### src/rtl/uart_rx_if.sv
// Parallel/serial bus of the UART receiver: serial line and frame configuration in,
// received byte and status pulses out.
interface uart_rx_if #(
    parameter int DATA_WIDTH = 8,
    parameter int PRESC_W    = 6
);
    logic                  RX_IN;
    logic [PRESC_W-1:0]    PRESCALE;
    logic                  PAR_EN;
    logic                  PAR_TYP;
    logic [DATA_WIDTH-1:0] P_DATA;
    logic                  DATA_VALID;
    logic                  PAR_ERR;
    logic                  STP_ERR;
    logic                  RX_BUSY;

    modport master (
        output RX_IN, PRESCALE, PAR_EN, PAR_TYP,
        input  P_DATA, DATA_VALID, PAR_ERR, STP_ERR, RX_BUSY
    );

    modport slave (
        input  RX_IN, PRESCALE, PAR_EN, PAR_TYP,
        output P_DATA, DATA_VALID, PAR_ERR, STP_ERR, RX_BUSY
    );
endinterface

### src/rtl/uart_rx.sv
// UART receiver: oversamples the synchronized serial line, majority-votes each bit
// and reports the byte with a one-cycle valid pulse or parity/stop error pulses.
module uart_rx #(
    parameter int DATA_WIDTH = 8,
    parameter int PRESC_W    = 6
) (
    input  logic     CLK,
    input  logic     RST_n,
    uart_rx_if.slave bus
);
    localparam int BCW = (DATA_WIDTH > 1) ? $clog2(DATA_WIDTH) : 1;

    typedef enum logic [2:0] {IDLE, START, DATA, PARITY, STOP} state_t;

    state_t                state;
    logic                  rx_meta, rx_s;
    logic [PRESC_W-1:0]    presc_q, edge_cnt;
    logic                  par_en_q, par_typ_q;
    logic [BCW-1:0]        bit_cnt;
    logic [2:0]            smp;
    logic [DATA_WIDTH-1:0] shreg;
    logic                  par_acc, par_bad, stop_bit;

    logic [PRESC_W-1:0]    half;
    logic                  presc_ok, last_edge, resolve, maj;

    // NOTE: every signal assigned in always_comb gets a value on every path,
    // otherwise synthesis infers a latch to hold the old value.
    always_comb begin
        half      = presc_q >> 1;
        presc_ok  = (bus.PRESCALE == PRESC_W'(8))  ||
                    (bus.PRESCALE == PRESC_W'(16)) ||
                    (bus.PRESCALE == PRESC_W'(32));
        last_edge = (edge_cnt == presc_q - PRESC_W'(1));
        resolve   = (edge_cnt == half + PRESC_W'(2));
        maj       = (smp[0] & smp[1]) | (smp[0] & smp[2]) | (smp[1] & smp[2]);
    end

    // NOTE: sequential state uses non-blocking assignments so every flop samples
    // pre-edge values regardless of statement order.
    always_ff @(posedge CLK or negedge RST_n) begin
        if (!RST_n) begin
            rx_meta        <= 1'b1;
            rx_s           <= 1'b1;
            state          <= IDLE;
            presc_q        <= PRESC_W'(8);
            edge_cnt       <= '0;
            par_en_q       <= 1'b0;
            par_typ_q      <= 1'b0;
            bit_cnt        <= '0;
            smp            <= '0;
            shreg          <= '0;
            par_acc        <= 1'b0;
            par_bad        <= 1'b0;
            stop_bit       <= 1'b1;
            bus.P_DATA     <= '0;
            bus.DATA_VALID <= 1'b0;
            bus.PAR_ERR    <= 1'b0;
            bus.STP_ERR    <= 1'b0;
            bus.RX_BUSY    <= 1'b0;
        end else begin
            rx_meta        <= bus.RX_IN;
            rx_s           <= rx_meta;
            bus.DATA_VALID <= 1'b0;
            bus.PAR_ERR    <= 1'b0;
            bus.STP_ERR    <= 1'b0;

            if (state != IDLE) begin
                edge_cnt <= last_edge ? '0 : edge_cnt + PRESC_W'(1);
                if (edge_cnt == half - PRESC_W'(1)) smp[0] <= rx_s;
                if (edge_cnt == half)               smp[1] <= rx_s;
                if (edge_cnt == half + PRESC_W'(1)) smp[2] <= rx_s;
            end

            unique case (state)
                IDLE: begin
                    edge_cnt <= '0;
                    bit_cnt  <= '0;
                    // The detection cycle is edge 0 of the start bit.
                    if (!rx_s) begin
                        state       <= START;
                        edge_cnt    <= PRESC_W'(1);
                        presc_q     <= presc_ok ? bus.PRESCALE : PRESC_W'(8);
                        par_en_q    <= bus.PAR_EN;
                        par_typ_q   <= bus.PAR_TYP;
                        par_acc     <= 1'b0;
                        par_bad     <= 1'b0;
                        bus.RX_BUSY <= 1'b1;
                    end
                end
                START: begin
                    if (resolve && maj) begin
                        state       <= IDLE;
                        edge_cnt    <= '0;
                        bus.RX_BUSY <= 1'b0;
                    end else if (last_edge) begin
                        state <= DATA;
                    end
                end
                DATA: begin
                    if (resolve) begin
                        shreg   <= {maj, shreg[DATA_WIDTH-1:1]};
                        par_acc <= par_acc ^ maj;
                    end
                    if (last_edge) begin
                        if (bit_cnt == BCW'(DATA_WIDTH - 1)) begin
                            bit_cnt <= '0;
                            state   <= par_en_q ? PARITY : STOP;
                        end else begin
                            bit_cnt <= bit_cnt + BCW'(1);
                        end
                    end
                end
                PARITY: begin
                    // Expected bit is data XOR for even parity, inverted for odd.
                    if (resolve)   par_bad <= maj ^ par_acc ^ par_typ_q;
                    if (last_edge) state   <= STOP;
                end
                STOP: begin
                    if (resolve) stop_bit <= maj;
                    if (last_edge) begin
                        state       <= IDLE;
                        bus.RX_BUSY <= 1'b0;
                        bus.STP_ERR <= ~stop_bit;
                        bus.PAR_ERR <= par_bad;
                        if (stop_bit && !par_bad) begin
                            bus.DATA_VALID <= 1'b1;
                            bus.P_DATA     <= shreg;
                        end
                    end
                end
                default: state <= IDLE;
            endcase
        end
    end
endmodule

### src/flat_wrapper.sv
// flat-port wrapper written by rule: the top's interface ports become plain ports
module uart_rx_flat 
#(
    parameter int DATA_WIDTH = 8,
    parameter int PRESC_W    = 6
)
  (CLK, RST_n, bus_RX_IN, bus_PRESCALE, bus_PAR_EN, bus_PAR_TYP, bus_P_DATA, bus_DATA_VALID, bus_PAR_ERR, bus_STP_ERR, bus_RX_BUSY);
  uart_rx_if #(.DATA_WIDTH(DATA_WIDTH), .PRESC_W(PRESC_W)) bus_i ();
  input  logic CLK;
  input  logic RST_n;
  input wire logic [$bits(bus_i.RX_IN)-1:0] bus_RX_IN;
  input wire logic [$bits(bus_i.PRESCALE)-1:0] bus_PRESCALE;
  input wire logic [$bits(bus_i.PAR_EN)-1:0] bus_PAR_EN;
  input wire logic [$bits(bus_i.PAR_TYP)-1:0] bus_PAR_TYP;
  output wire logic [$bits(bus_i.P_DATA)-1:0] bus_P_DATA;
  output wire logic [$bits(bus_i.DATA_VALID)-1:0] bus_DATA_VALID;
  output wire logic [$bits(bus_i.PAR_ERR)-1:0] bus_PAR_ERR;
  output wire logic [$bits(bus_i.STP_ERR)-1:0] bus_STP_ERR;
  output wire logic [$bits(bus_i.RX_BUSY)-1:0] bus_RX_BUSY;
  assign bus_i.RX_IN = bus_RX_IN;
  assign bus_i.PRESCALE = bus_PRESCALE;
  assign bus_i.PAR_EN = bus_PAR_EN;
  assign bus_i.PAR_TYP = bus_PAR_TYP;
  assign bus_P_DATA = bus_i.P_DATA;
  assign bus_DATA_VALID = bus_i.DATA_VALID;
  assign bus_PAR_ERR = bus_i.PAR_ERR;
  assign bus_STP_ERR = bus_i.STP_ERR;
  assign bus_RX_BUSY = bus_i.RX_BUSY;
  uart_rx #(.DATA_WIDTH(DATA_WIDTH), .PRESC_W(PRESC_W)) u_core (.CLK(CLK), .RST_n(RST_n), .bus(bus_i));
endmodule
### config.mk
export PLATFORM = sky130hd
export DESIGN_NAME = uart_rx_flat
export DESIGN_NICKNAME = d
export VERILOG_FILES = /design/src/rtl/uart_rx_if.sv /design/src/rtl/uart_rx.sv /design/src/flat_wrapper.sv
export SDC_FILE = /design/constraint.sdc
export NUM_CORES = 1
export LEC_CHECK = 0
export ABC_AREA = 1
export CAP_MARGIN = 20
export CORE_MARGIN = 1
export CORE_UTILIZATION = 60
export CTS_CLUSTER_DIAMETER = 40
export DETAILED_ROUTE_END_ITERATION = 10
export PLACE_DENSITY_LB_ADDON = 0.05
export SYNTH_ARGS = -nofsm -noshare
export SYNTH_HDL_FRONTEND = slang
export SYNTH_SLANG_ARGS = --single-unit
### constraint.sdc
create_clock -name CLK -period 4.45 [get_ports CLK]
set_clock_uncertainty 0.2 [all_clocks]
set_input_delay 0.445 -clock CLK [delete_from_list [all_inputs] [get_ports CLK]]
set_output_delay 0.445 -clock CLK [all_outputs]
set_load 0.005 [all_outputs]
==> parameters.txt <==
Parameter                              Value

Clocking
  Clock tree sinks ... 48
  Post-CTS setup buffers ... 0
  TritonCTS clock tree ... built
  Clock root cell ... sky130_fd_sc_hd__clkbuf_8
  H-tree depth ... 2
  Longest Clk Path Bufs ... 2
  Clock slew seen by the registers of the worst setup and hold paths ... approximately 90 ps
  Latest clock arrival within the worst-skew pair ... around 300 ps
  Number of buffers inserted during clock tree synthesis ... 5

Power and ir drop
  Maximum vdd ir drop ... 0.338 mV
  Power density cells ... 473 nW/um^2
  Static leakage power ... ~1.6 nW
  Post-route total power ... 1.49 mW

Global route
  Met1 Track Usage GR ... 0.340
  Met3 routing resource usage after global routing ... 0.0465
  Most heavily used metal layer in global routing ... met2
  GRT Residual Overflow ... 0
  Antenna violations before repair ... 0
  Maximum number of pins on one net before global-route repair ... 49
  Via count of the first global-routing pass ... around 2200
  Total global routing track utilization ... 0.245
  GR Layer Usage met2 ... 0.399
  First-pass GRT wire length ... 9520 um

Synth
  Total of flip-flops plus latches after synthesis ... 48
  Mapped Avg Cell Area ... ~7.8 sq um
  Yosys warning total ... 0
  Portion of synthesized cell area occupied by the leading cell type ... 0.401
  Summed instance area of the synthesized netlist ... ~2700 sq um
  Cells after Synth ... 351
  Post-synth EDFFs ... 0
  Largest area contributor in the synthesized netlist ... sky130_fd_sc_hd__dfrtp_1
  Top FF cell, synth ... sky130_fd_sc_hd__dfrtp_1
  Library cells used by synthesis ... 35
  Synth cell count leaders ... sky130_fd_sc_hd__nand2_1 (119), sky130_fd_sc_hd__dfrtp_1 (44), sky130_fd_sc_hd__inv_1 (35)
  Most frequently used cell type in the post-synthesis netlist ... sky130_fd_sc_hd__nand2_1
  Fraction of registers with async set/reset ... 1.00
  Share of synthesized area occupied by flip-flops and latches ... 0.439
  Top cells by area, synth ... sky130_fd_sc_hd__dfrtp_1 (40%), sky130_fd_sc_hd__nand2_1 (16%), sky130_fd_sc_hd__inv_1 (4.8%), sky130_fd_sc_hd__ha_1 (4.6%), sky130_fd_sc_hd__dfstp_2 (3.8%)
  Post-Syn Nets ... 372

Placed design
  IO buf count ... 22
  Worst setup slack before clock tree synthesis ... about 2100 ps
  Area post-placement ... approximately 3000 sq um
  Total placed cells including tap cells ... between 400 and 500
  Dpl hpwl ... 3950 um
  Routability Congestion ... ~0.93

Drt
  Routed length per instance ... between 10 and 15 um
  Routed wire length ... around 5300 um
  Starting DRT DRC Count ... ~140
  Overall via count from detail_route ... between 2000 and 2500
  First-pass detailed-route iteration total ... 4
  Number of remaining DRC errors ... 0
  Via count normalized by instance count ... around 5.3
  Post-detailed-route count of antenna-violating nets ... 0

Die
  I/O pin count ... 23
  Chip width ... approximately 70 um
  Std-Cell Core Area ... 4380 sq um
  Die footprint ... 4850 sq um
  Initial Util ... 0.626
  Die Ht ... just under 70 um
  Count of standard-cell rows ... 24

Layout
  Fraction of final layout cells sized beyond drive strength 1 ... 0.127
  Footprint of the multi-input gates ... ~1300 sq um
  Register area ... approximately 1200 sq um
  Post-route cell area ... about 3100 sq um
  Fin nets ... 397
  Antenna Diode Count ... 0
  Final cell count without fillers ... ~430
  Fillers ... 368
  Area grow syn2layout ... 14.5%

Setup path
  Critical-path maximum fanout ... 17
  Critical Path End Type ... flip-flop
  Longest individual stage delay on the worst path ... 520 ps
  Data required time of the critical path ... roughly 4500 ps
  Data arrival time of the worst path ... 2350 ps
  Cell type with the highest occurrence count on the critical path ... sky130_fd_sc_hd__nand2_2
  Element type at the critical path start ... flip-flop
  Library cell contributing the largest single delay on the critical path ... sky130_fd_sc_hd__dfrtp_1
  Type of the worst setup path ... flip-flop to flip-flop
  Cells traversed along the worst timing path ... inv_2 -> ha_1 -> xor2_1 -> nor2_1 -> nand2_2 -> nor2_4 -> nand2_2 -> nand2_1 -> o21ai_0 -> o21a_1

Timing
  Setup_tns ... 0 ps
  Final Slew Violations ... 0
  Fraction of the cycle the final worst path needs ... 0.530
  Final number of hold-violating endpoints ... 0
  Final WS setup ... between 2000 and 2500 ps
  Transition at the pin with the smallest max-transition slack ... 572 ps
  Final setup violation count ... 0
  Setup repair after global routing missed its margin ... no
  Rel. slew slack ... 0.615
  Fmax ... 424 MHz
  Crit path time final ... 2360 ps

Run status
  Run status ... completed

Flow run
  Number of max-cap violations ... 0

Hold path
  Path class of the lowest-slack min-delay path ... flip-flop to flip-flop
==> final timing paths <==
| path | end | cells past startpoint | slack, ps | start |
|---|---|---|---|---|
| max | u_core.par_acc | 10 | 2090 | u_core.presc_q[2] |
| min | u_core.rx_s | 0 | 160 | u_core.rx_meta |
| max reg2reg | u_core.par_acc | 10 | 2090 | u_core.presc_q[2] |
| min reg2reg | u_core.rx_s | 0 | 160 | u_core.rx_meta |
| max in group asynchronous | u_core.stop_bit | 3 | 3050 | RST_n |
| min in group asynchronous | u_core.presc_q[2] | 2 | 430 | RST_n |
==> registers in the layout, indices dropped and copies added, names as in the netlist, 3 cells and up <==
name	cells
u_core.bit_cnt	3
u_core.bus.P_DATA	8
u_core.edge_cnt	6
u_core.presc_q	6
u_core.shreg	8
u_core.smp	3
u_core.state	3
==> placed cells by master, fill, tap and decap left out, types with 2 or more instances in the layout <==
| master | n |
|---|---|
| sky130_fd_sc_hd__a21oi_1 | 8 |
| sky130_fd_sc_hd__bufinv_16 | 2 |
| sky130_fd_sc_hd__clkbuf_8 | 5 |
| sky130_fd_sc_hd__clkdlybuf4s50_1 | 21 |
| sky130_fd_sc_hd__dfrtp_1 | 44 |
| sky130_fd_sc_hd__dfstp_2 | 4 |
| sky130_fd_sc_hd__ha_1 | 10 |
| sky130_fd_sc_hd__inv_1 | 35 |
| sky130_fd_sc_hd__inv_2 | 10 |
| sky130_fd_sc_hd__nand2_1 | 119 |
| sky130_fd_sc_hd__nand2_2 | 8 |
| sky130_fd_sc_hd__nand3_1 | 20 |
| sky130_fd_sc_hd__nand4_1 | 5 |
| sky130_fd_sc_hd__nor2_1 | 19 |
| sky130_fd_sc_hd__nor2_2 | 2 |
| sky130_fd_sc_hd__nor2_4 | 2 |
| sky130_fd_sc_hd__nor3_1 | 8 |
| sky130_fd_sc_hd__o21ai_0 | 9 |
| sky130_fd_sc_hd__o21ai_1 | 12 |
| sky130_fd_sc_hd__o21ai_2 | 5 |
| sky130_fd_sc_hd__xnor2_1 | 2 |
| sky130_fd_sc_hd__xor2_1 | 11 |
==> where the power goes <==
part           switching [mW]  internal (mW)  total [mW]
combinational           0.344          0.181       0.525
clock                   0.146          0.226       0.372
sequential             0.0738          0.515       0.589
==> per-layer routing <==
metal | vias to the layer above | part of all wire
met1 | 1042 | 0.49
li1 | 1152 | -
met4 | 0 | 0.010
met3 | 7 | 0.045
met5 | - | 0
met2 | 56 | 0.45
==> cells by family after synthesis <==
logic type / Yosys count / synth area share
simple gates: 188 / 0.303
buf+inv: 52 / 0.0811
flops: 48 / 0.439
compound gates: 40 / 0.0893
xor+xnor: 13 / 0.0415
fa+ha+maj: 10 / 0.0456
==> layout make-up <==
type                    instances  area share
well taps                      52      0.0207
repair buffers                 24      0.0780
multi-input cells             251       0.419
clock buffers                   5      0.0219
inverters                      46      0.0549
clock inverters                 3      0.0219
flip-flops and latches         48       0.384
==> worst max-delay path: cells and delay by family (launching register included) <==
| family | cells | cell delay (ps) |
|---|---|---|
| AO/OA/AOI/OAI | 2 | 200 |
| XOR/XNOR | 1 | 140 |
| adder cells (fa/ha/maj) | 1 | 320 |
| buffers and inverters | 1 | 130 |
| flip-flops | 1 | 520 |
| AND/OR/NAND/NOR | 5 | 750 |
==> repair_timing <==
action                    CTS  global route
hold endpoints to repair    0            15
gates resized for setup     0             0
hold buffers                0             1
==> per-stage QoR <==
step           hold slack (ps)   util
3_3_place_gp               146  0.679
6_report                   159  0.717
4_1_cts                    155  0.710
3_5_place_dp               148  0.679
2_1_floorplan            -50.6      -
5_1_grt                    162  0.717
Power figures use the tool's default switching activity.
